## config.mk

```make
export PLATFORM = sky130hd
export DESIGN_NAME = tdm_demux_4ch
export DESIGN_NICKNAME = d
export VERILOG_FILES = /design/src/rtl/tdm_pkg.sv /design/src/rtl/tdm_slot_counter.sv /design/src/rtl/tdm_demux_4ch.sv
export SDC_FILE = /design/constraint.sdc
export NUM_CORES = 1
export LEC_CHECK = 0
export CORE_MARGIN = 3
export CORE_UTILIZATION = 44
export CTS_CLUSTER_SIZE = 14
export DETAILED_ROUTE_END_ITERATION = 8
export PLACE_DENSITY_LB_ADDON = 0.2
export SLEW_MARGIN = 20
export SYNTH_ARGS = -nofsm -noshare
export SYNTH_HDL_FRONTEND = slang
export SYNTH_SLANG_ARGS = --single-unit
```

## constraint.sdc

```tcl
create_clock -name clk -period 1.8 [get_ports clk]
set_clock_uncertainty 0.1 [all_clocks]
set_input_delay 0.27 -clock clk [delete_from_list [all_inputs] [get_ports clk]]
set_output_delay 0.27 -clock clk [all_outputs]
set_load 0.02 [all_outputs]
```

## src/rtl/tdm_pkg.sv

```systemverilog
// Shared types and sizes for the 4-channel TDM receive path.
package tdm_pkg;
    localparam int NUM_CH = 4;
    localparam int SLOT_W = 2;
    localparam int MISS_W = 3;

    typedef enum logic {
        HUNT   = 1'b0,
        LOCKED = 1'b1
    } state_t;
endpackage

```

## src/rtl/tdm_slot_counter.sv

```systemverilog
// Purpose: wrapping slot index with increment, realign-to-1 and clear.
// Latency: new index visible one clock after the request.
// Backpressure: none; requests are gated upstream by the enable.
module tdm_slot_counter
    import tdm_pkg::*;
(
    input  logic              clk,
    input  logic              reset,
    input  logic              inc,
    input  logic              load_one,
    input  logic              clear,
    output logic [SLOT_W-1:0] slot
);

    always_ff @(posedge clk or posedge reset) begin
        if (reset) begin
            slot <= '0;
        end else if (clear) begin
            slot <= '0;
        end else if (load_one) begin
            slot <= SLOT_W'(1);
        end else if (inc) begin
            slot <= slot + 1'b1;
        end
    end

endmodule

```

## src/rtl/tdm_demux_4ch.sv

```systemverilog
// Purpose: lock to frame sync and demultiplex a 4-slot serial stream into a 4-bit frame.
// Latency: slot-3 sample to data/frame_valid is one clock.
// Backpressure: enable_ high freezes all state; strobes drop to 0 while frozen.
module tdm_demux_4ch
    import tdm_pkg::*;
#(
    parameter int unsigned MISS_LIMIT = 2
) (
    input  logic              clk,
    input  logic              reset,
    input  logic              enable_,
    input  logic              sync,
    input  logic              signal_i,
    output logic [NUM_CH-1:0] data,
    output logic              frame_valid,
    output logic [SLOT_W-1:0] channel,
    output logic              locked,
    output logic              sync_error
);

    localparam logic [MISS_W:0] MISS_LIM_V = (MISS_W+1)'(MISS_LIMIT);

    state_t              state, state_nxt;
    logic [NUM_CH-2:0]   shadow, shadow_nxt;
    logic [NUM_CH-1:0]   data_nxt;
    logic [MISS_W-1:0]   miss_cnt, miss_nxt;
    logic                fv_nxt, se_nxt;
    logic                slot_inc, slot_load, slot_clr;
    logic [MISS_W:0]     miss_plus;

    assign miss_plus = {1'b0, miss_cnt} + 1'b1;

    tdm_slot_counter u_slot (
        .clk      (clk),
        .reset    (reset),
        .inc      (slot_inc),
        .load_one (slot_load),
        .clear    (slot_clr),
        .slot     (channel)
    );

    always_ff @(posedge clk or posedge reset) begin
        if (reset) begin
            state       <= HUNT;
            shadow      <= '0;
            data        <= '0;
            miss_cnt    <= '0;
            frame_valid <= 1'b0;
            sync_error  <= 1'b0;
        end else begin
            state       <= state_nxt;
            shadow      <= shadow_nxt;
            data        <= data_nxt;
            miss_cnt    <= miss_nxt;
            frame_valid <= fv_nxt;
            sync_error  <= se_nxt;
        end
    end

    always_comb begin
        state_nxt  = state;
        shadow_nxt = shadow;
        data_nxt   = data;
        miss_nxt   = miss_cnt;
        fv_nxt     = 1'b0;
        se_nxt     = 1'b0;
        slot_inc   = 1'b0;
        slot_load  = 1'b0;
        slot_clr   = 1'b0;

        if (!enable_) begin
            if (state == HUNT) begin
                if (sync) begin
                    shadow_nxt[0] = signal_i;
                    slot_load     = 1'b1;
                    miss_nxt      = '0;
                    state_nxt     = LOCKED;
                end
            end else if (sync && channel != '0) begin
                // Misaligned sync: drop the partial frame and restart at slot 0.
                se_nxt        = 1'b1;
                shadow_nxt[0] = signal_i;
                slot_load     = 1'b1;
                miss_nxt      = '0;
            end else begin
                case (channel)
                    2'd0: begin
                        if (sync) begin
                            shadow_nxt[0] = signal_i;
                            miss_nxt      = '0;
                            slot_inc      = 1'b1;
                        end else if (miss_plus < MISS_LIM_V) begin
                            // Flywheel through a missing sync.
                            shadow_nxt[0] = signal_i;
                            miss_nxt      = miss_cnt + 1'b1;
                            slot_inc      = 1'b1;
                        end else begin
                            state_nxt = HUNT;
                            slot_clr  = 1'b1;
                            miss_nxt  = '0;
                        end
                    end
                    2'd3: begin
                        data_nxt = {signal_i, shadow};
                        fv_nxt   = 1'b1;
                        slot_inc = 1'b1;
                    end
                    default: begin
                        shadow_nxt[channel] = signal_i;
                        slot_inc            = 1'b1;
                    end
                endcase
            end
        end
    end

    assign locked = (state == LOCKED);

endmodule

```

# After elaboration in Yosys (flattened, before gate mapping)
# Index checks and enable logic that the tools add are counted.
dict set report word_totals {
  register_bits 15
}
dict set report op_classes {
  bitwise_logic 3
  addsub 3
  n_eq_ne 4
  order_cmp 3
  n_mux 42
  n_reduce_logical 11
}
# cell count
set ops {}
lappend ops {{1-bit two-way mux} 30}
lappend ops {{3-bit two-way mux} 6}
lappend ops {{4-bit AND reduction} 3}
lappend ops {{2-bit two-way mux} 3}
lappend ops {{3-bit by 1-bit adder with 4-bit output, second input constant} 1}
lappend ops {{4-bit by 2-bit < comparator with 1-bit output, second input constant} 1}
lappend ops {{4-bit inequality test, second input constant} 1}
lappend ops {{2-bit nonzero test} 2}
lappend ops {{3-bit by 1-bit adder with 3-bit output, second input constant} 1}
lappend ops {{3-bit bitwise mux} 1}
lappend ops {{2-bit by 3-bit < comparator with 1-bit output, second input constant} 1}
lappend ops {{3-bit by 1-bit inequality test with 1-bit output, second input constant} 1}
lappend ops {{3-bit inequality test, second input constant} 1}
lappend ops {{1-bit inverter} 3}
lappend ops {{3-bit AND reduction} 1}
lappend ops {{3-bit nonzero test} 1}
lappend ops {{2-bit by 1-bit adder with 2-bit output, second input constant} 1}
lappend ops {{1-bit demux with 2-bit select} 1}
lappend ops {{2-bit equality test, second input constant} 1}
lappend ops {{2-bit by 1-bit greater-or-equal comparator with 1-bit output, second input constant} 1}
lappend ops {{1-bit logical AND} 2}
lappend ops {{2-bit logical NOT} 1}
lappend ops {{1-bit case mux with 2 select lines} 1}
lappend ops {{2-bit OR reduction} 1}

# Longest topological paths before layout
# Gate-level depths: netlist of run 1.
dict set report logic_depth {
  ltp_word 11
  depth_mapped 7
  ltp_nobuf 6
}

# By module
# Synthesis of run 1 repeated with hierarchy kept, for this count alone.
dict set report unflattened {
  hier_cells 69
  hier_area_um2 804.5
}
# module cells_per_inst area_each_um2 instances seq_area_each_um2
set modules_own_cells {}
lappend modules_own_cells {tdm_demux_4ch 60 703.2 1 325.3}
lappend modules_own_cells {tdm_slot_counter 9 101.3 1 50.0}

# Worst setup path before layout of run 1
# No wires, ideal clock.
dict set report synth_path {
  kind {reg-to-reg}
  startpoint {register u_slot.slot[0]}
  endpoint {register data[0]}
  setup_ns 0.125
  setup_slack_ns -0.112
  stages_incl_launch_ff 8
  n_path_buf 1
  required_ns 1.575
  arrival_ns 1.687
  path_cell_list {dfrtp_1 -> inv_1 -> ha_1 -> clkbuf_2 -> nor2b_1 -> nor2_1 -> nand2_1 -> mux2_2}
}
dict set report synth_via {
  elab_chain_cells 4
}
# item line
set synth_lines {}
lappend synth_lines {{start: declaration} tdm_slot_counter.sv:12} ;# output logic [SLOT_W-1:0] slot
lappend synth_lines {{start signal: assignment} tdm_slot_counter.sv:23} ;# slot <= slot + 1'b1;
lappend synth_lines {{2-bit nonzero test} tdm_demux_4ch.sv:79} ;# end else if (sync && channel != '0) begin
lappend synth_lines {{1-bit logical AND} tdm_demux_4ch.sv:79}
lappend synth_lines {{1-bit inverter (no source line)} -}
lappend synth_lines {{4-bit AND reduction (no source line) *} -}
lappend synth_lines {{end signal: assignment} tdm_demux_4ch.sv:53} ;# data <= data_nxt;
lappend synth_lines {{end: declaration} tdm_demux_4ch.sv:14} ;# output logic [NUM_CH-1:0] data,
# Every way passes the cells marked *; elsewhere a longest branch is shown, timed or not.
# A chain may end at the register's enable or synchronous reset.

# Worst setup path in the final report of run 1
dict set report layout_path {
  startpoint {register u_slot.slot[0]}
  endpoint {output channel[0]}
}
# item line
set layout_lines {}
lappend layout_lines {{end: declaration} tdm_demux_4ch.sv:16} ;# output logic [SLOT_W-1:0] channel,
# No word-level cell between the ends.

==> results_dict.tcl, run 1 <==
set metrics [dict create \
    crit_slowest_cell "clkdlybuf4s50_1" \
    path_max_fanout 6 \
    status "finished clean" \
    antenna_found_initial 0 \
    critPathLaunchType "register" \
    arrival_ns 1.39 \
    port_buffers 13 \
    finalCritPeriodShare 0.975 \
    overflow 0 \
    rsz0062_at_grt "no" \
    path_class "reg -> out" \
    r2r_start "u_slot.slot[0]$_DFFE_PP0P_" \
    rrSetupSlack_ns 0.14 \
    leakagePower_uw 0.000477 \
    cts_max_level 1 \
    path_buf_inv 2 \
    drc 0 \
    holdWs_ns 0.233 \
    syn_inst 70 \
    switching_share 0.365 \
    start_util 0.482 \
    n_antenna_cell 0 \
    power.internal_uw 887 \
    die_area_um2 2240 \
    dr.pass1.iters 4 \
    cts_buffers 3 \
    core-area_um2 1560 \
    hpwlAfterDp_um 1100 \
    io_pins 14 \
    syn-num-nets 80 \
    row_count 14 \
    synth_seq_cells 15 \
    netlist_area_um2 751 \
    clk_latency_ns 0.28 \
    seqPwrFrac 0.378 \
    ant_nets 0 \
    holdCritPathClass "in -> async" \
    synth.avg_cell_area_um2 10.7 \
    root_buffer "clkbuf_4" \
    stdcell_area_um2 987 \
    die_y_um 47.3 \
    hold_viol 0 \
    cp_cell_sequence "buf_4 > clkdlybuf4s50_1" \
    grt_usage 0.154 \
    critPathMaxStageDelay_ns 0.60 \
    wl_per_cell_um 13.3 \
    critical-path-top-delay-family "buffers and inverters" \
    critPathLaunch "u_slot.slot[0]$_DFFE_PP0P_" \
    relSlewSlack 0.613 \
    drt_iter0_markers 14 \
    final-max-slew-violation-count 0 \
    peakVddDrop_v 0.000780 \
    yosys.cell_types.count 23 \
    viasPerCell 5.32 \
    grt_max_degree 16 \
    p_switching_uw 510 \
    cp.required_ns 1.43 \
    clkTransAtPathRegs_ns 0.09 \
    finalSetupViolCount 0 \
    grt_pass1_wl_um 2410 \
    drive_gt1_frac 0.269 \
    cts_setup_buffers 0 \
    cts_tree "yes" \
    num_vias 580 \
    grt_pass1_vias 539 \
    cts_hold_buf 0 \
    p_per_area_nw_per_um2 1410 \
    die_w_um 47.3 \
    maxClockFrequency_mhz 570 \
    routed_wl_um 1450 \
    utilization 0.633 \
    worst_pin_slew_ns 0.580 \
    clk_path_buf_depth 2 \
    cp-end-kind "output port" \
    yosysSeqAreaShare 0.500 \
    area_growth_pct 31.5 \
    fin_setup_tns_ns 0 \
    p_comb_frac 0.484 \
    ys.warnings.count 0 \
    dpl_cell_area_um2 953 \
    cap_violations 0 \
    finalNetCount 104 \
    place.gp.congestion 0.811 \
    clock-sinks 15 \
    period_needed_ns 1.76 \
    clockPowerShare 0.139 \
]
==> sequential cells by signal, summed over array words and instances (netlist names) <==
register and count:
u_slot.slot 2, frame_valid 1, shadow 3, miss_cnt 3, locked 1, data 4, sync_error 1
==> path summary, 6_finish.rpt <==
| check | to | depth (start not counted) |
|---|---|---|
| max | channel[0] | 2 |
| min | miss_cnt[2]$_DFFE_PP0P_ | 2 |
| max reg2reg | shadow[1]$_DFFE_PP0P_ | 6 |
| min reg2reg | shadow[1]$_DFFE_PP0P_ | 1 |
| max in group asynchronous | u_slot.slot[0]$_DFFE_PP0P_ | 2 |
| min in group clk | shadow[1]$_DFFE_PP0P_ | 1 |
==> cells in the mapped netlist, drive strengths merged <==
library cell / count / area [um^2]
inv: 6 / 22.5
a32oi: 1 / 8.76
clkbuf: 1 / 5.00
mux2: 7 / 78.8
and3: 1 / 7.51
ha: 5 / 62.6
nor2: 4 / 15.0
o211ai: 1 / 7.51
nand3b: 1 / 7.51
o31ai: 1 / 7.51
nand2b: 1 / 13.8
nor2b: 3 / 18.8
a21oi: 3 / 15.0
o221ai: 1 / 8.76
o21ai: 3 / 15.0
nand2: 10 / 37.5
nor3b: 1 / 12.5
a211oi: 1 / 7.51
a31oi: 2 / 12.5
dfrtp: 15 / 375
or2: 1 / 6.26
nand3: 1 / 5.00
==> power groups by stage <==
stage / registers, uW / clock network (uW) / logic [uW]
floorplan: 633 / 0 / 277
global placement: 526 / 0 / 663
detailed placement: 537 / 0 / 666
CTS: 529 / 201 / 674
global route: 542 / 222 / 745
finish: 528 / 194 / 676
==> final cells by class <==
type	count	area, um^2
Clock buffer	3	22.5
Clock inverter	1	5.00
Fill cell	133	572
Inverter	6	22.5
Multi-Input combinational cell	48	353
Sequential cell	15	379
Tap cell	16	20.0
Timing Repair Buffer	20	185
==> cells by family (layout without fill, tap and decap cells) <==
family          Yosys count  after routing  synth area share
compound gates           13             13             0.110
fa+ha+maj                 5              5            0.0833
buf+inv                   7             30            0.0367
flops                    15             15             0.500
mux                       7              7             0.105
simple gates             23             23             0.165
==> routing by layer <==
| layer | GRT usage | routed length [um] | up-vias |
|---|---|---|---|
| met5 | 0 | 0 | - |
| met4 | 0.0497 | 9 | 0 |
| met3 | 0.0345 | 40 | 4 |
| met2 | 0.254 | 722 | 12 |
| met1 | 0.199 | 674 | 276 |
| li1 | - | - | 288 |
==> placed cells by master (no fill, tap or decap), drive strengths merged, types with 2 or more instances in the layout <==
cell / instances
clkbuf: 3
nand2: 10
mux2: 7
clkdlybuf4s50: 12
a21oi: 3
nor2: 4
ha: 5
dfrtp: 15
a31oi: 2
buf: 7
nor2b: 3
inv: 6
o21ai: 3
==> stage by stage <==
stage / setup WS [ns] / std cells / total power, uW
final: 0.0447 / 109 / 1400
after global routing: 0.00131 / 109 / 1510
after CTS: 0.0220 / 109 / 1400
after detailed placement: -0.0603 / 105 / 1200
after global placement: 0.000928 / 105 / 1190
after floorplan: 0.0281 / 70 / 909
==> what timing repair did <==
item / 4_1_cts / 5_1_grt
setup endpoints to repair: 1 / 3
endpoints found under the hold margin: 0 / 0
cloned: 0 / 0
gates resized for setup: 1 / 2
Note: power is estimated with default switching activity, not from simulation.
==> run 2, diff against run 1 <==
--- a/config.mk
+++ b/config.mk
@@ -9,6 +9,7 @@
 export CORE_UTILIZATION = 44
 export CTS_CLUSTER_SIZE = 14
 export DETAILED_ROUTE_END_ITERATION = 8
+export HOLD_SLACK_MARGIN = 0.12
 export PLACE_DENSITY_LB_ADDON = 0.2
 export SLEW_MARGIN = 20
 export SYNTH_ARGS = -nofsm -noshare
==> results of run 2 <==
No change in the layout: final DEF, timing and power equal those of run 1.
==> run 3, diff against run 2 <==
--- a/config.mk
+++ b/config.mk
@@ -6,7 +6,8 @@
 export NUM_CORES = 1
 export LEC_CHECK = 0
 export CORE_MARGIN = 3
-export CORE_UTILIZATION = 44
+export CORE_UTILIZATION = 47
+export CTS_BUF_LIST = sky130_fd_sc_hd__clkbuf_2
 export CTS_CLUSTER_SIZE = 14
 export DETAILED_ROUTE_END_ITERATION = 8
 export HOLD_SLACK_MARGIN = 0.12
==> run 3 against run 2 <==
  * Total power shrank 1.6%
  * Global-route usage grew 2.6 points
  * Cell count is the same
  * Largest power group unchanged
==> results_dict.tcl, run 3 (synthesis gave the netlist of run 1 again) <==
set metrics [dict create \
    status "finished clean" \
    p_switching_uw 510 \
    place.gp.congestion 0.797 \
    antenna_found_initial 0 \
    switching_share 0.371 \
    drt_iter0_markers 16 \
    final_cell_mix "dfrtp_1, nand2_1, clkdlybuf4s50_1" \
    drc 0 \
    row_count 13 \
    overflow 0 \
    finalSetupViolCount 0 \
    stdcell_area_um2 988 \
    arrival_ns 1.78 \
    grt_max_degree 16 \
    cp-end-kind "register" \
    grt_pass1_vias 626 \
    path_buf_inv 2 \
    cp.required_ns 1.90 \
    clockPowerShare 0.120 \
    cp_cell_sequence "inv_1 > ha_1 > buf_4 > nand2_1 > nor2_1 > o221ai_1 > mux2_2" \
    n_antenna_cell 0 \
    finalNetCount 105 \
    clkTransAtPathRegs_ns 0.14 \
    clk_path_buf_depth 2 \
    holdCritPathClass "in -> async" \
    power.internal_uw 865 \
    leakagePower_uw 0.000505 \
    rr_worst_depth 7 \
    cts_hold_buf 0 \
    critPathLaunch "u_slot.slot[0]$_DFFE_PP0P_" \
    io_pins 14 \
    maxClockFrequency_mhz 596 \
    hpwlAfterDp_um 1120 \
    grt_pass1_wl_um 2660 \
    p_comb_frac 0.499 \
    period_needed_ns 1.68 \
    final-max-slew-violation-count 0 \
    layout_commonest_cell "dfrtp_1" \
    grt_usage 0.180 \
    timing.final.ws_setup_ns 0.122 \
    die_w_um 46.0 \
    peakVddDrop_v 0.000858 \
    utilization 0.707 \
    cts_buffers 3 \
    start_util 0.537 \
    p_per_area_nw_per_um2 1390 \
    ant_nets 0 \
    place_ws_ns -0.0154 \
    critPathMaxStageDelay_ns 0.38 \
    viasPerCell 5.53 \
    critPathLaunchType "register" \
    cap_violations 0 \
    area_growth_pct 31.7 \
    largest_reg_flops 4 \
    seqPwrFrac 0.381 \
    dr.pass1.iters 4 \
    clock-sinks 15 \
    reg_top3 "data: 4 flops, miss_cnt: 3 flops, shadow: 3 flops" \
    worst_pin_slew_ns 0.560 \
    wl_per_cell_um 13.6 \
    finalCritPeriodShare 0.932 \
    dpl_cell_area_um2 952 \
    crit_slowest_cell "dfrtp_2" \
    cts_max_level 1 \
    core-area_um2 1400 \
    r2r_start "u_slot.slot[0]$_DFFE_PP0P_" \
    power_uw 1370 \
    root_buffer "clkbuf_2" \
    critical-path-top-delay-family "flip-flops" \
    clk_latency_ns 0.29 \
    drive_gt1_frac 0.266 \
    die_y_um 46.0 \
    top_register "data" \
    cts_tree "yes" \
    routed_wl_um 1480 \
    die_area_um2 2110 \
    hold_viol 0 \
    relSlewSlack 0.626 \
    path_class "reg -> reg" \
    num_vias 603 \
    cp_num_cells 7 \
    port_buffers 13 \
    path_max_fanout 5 \
]
==> run 3: area by class of cell <==
cell class                      instances  area (um^2)
Clock buffer                            4         20.0
Fill cell                             109          410
Inverter                                6         22.5
Multi-Input combinational cell         48          350
Sequential cell                        15          379
Tap cell                               15         18.8
Timing Repair Buffer                   21          198
==> run 3: timing repair <==
item                                    CTS  global route
endpoints found under the setup margin    1             5
gates resized for setup                   1             3
pin swaps                                 0             1
setup buffers                             0             1
==> run 3: through the flow <==
step	TNS [ns]	hold slack (ns)	instances
6_report	0	0.208	109
5_1_grt	-0.00251	0.250	109
4_1_cts	0	0.216	108
3_5_place_dp	-0.0502	0.390	104
3_3_place_gp	0	0.382	104
2_1_floorplan	0	0.0713	70
==> run 3: path summary, 6_finish.rpt <==
path / end / slack (ns)
min in group clk: shadow[2]$_DFFE_PP0P_ / 0.42
min reg2reg: shadow[2]$_DFFE_PP0P_ / 0.42
max: shadow[0]$_DFFE_PP0P_ / 0.12
max reg2reg: shadow[0]$_DFFE_PP0P_ / 0.12
max in group asynchronous: locked$_DFFE_PP0N_ / 0.99
min: data[1]$_DFFE_PP0P_ / 0.21
==> run 3: power groups by stage <==
stage               Sequential [uW]  Clock, uW  Combinational (uW)
floorplan                       633          0                 277
global placement                529          0                 660
detailed placement              536          0                 670
CTS                             527        172                 682
global route                    544        184                 755
finish                          524        165                 685
==> run 3: worst reg2reg max path, stage by stage (launching register included) <==
cell,delay [ns]
dfrtp_2,0.38
inv_1,0.05
ha_1,0.24
buf_4,0.17
nand2_1,0.06
nor2_1,0.04
o221ai_1,0.18
mux2_2,0.35
==> run 3: layer usage <==
metal	wire, um	vias to the layer above	part of all wire	GRT usage
met5	0	-	0	0
met4	30	0	0.020	0.0966
met3	88	6	0.059	0.0593
met2	732	18	0.49	0.291
met1	628	290	0.42	0.208
li1	-	289	-	-
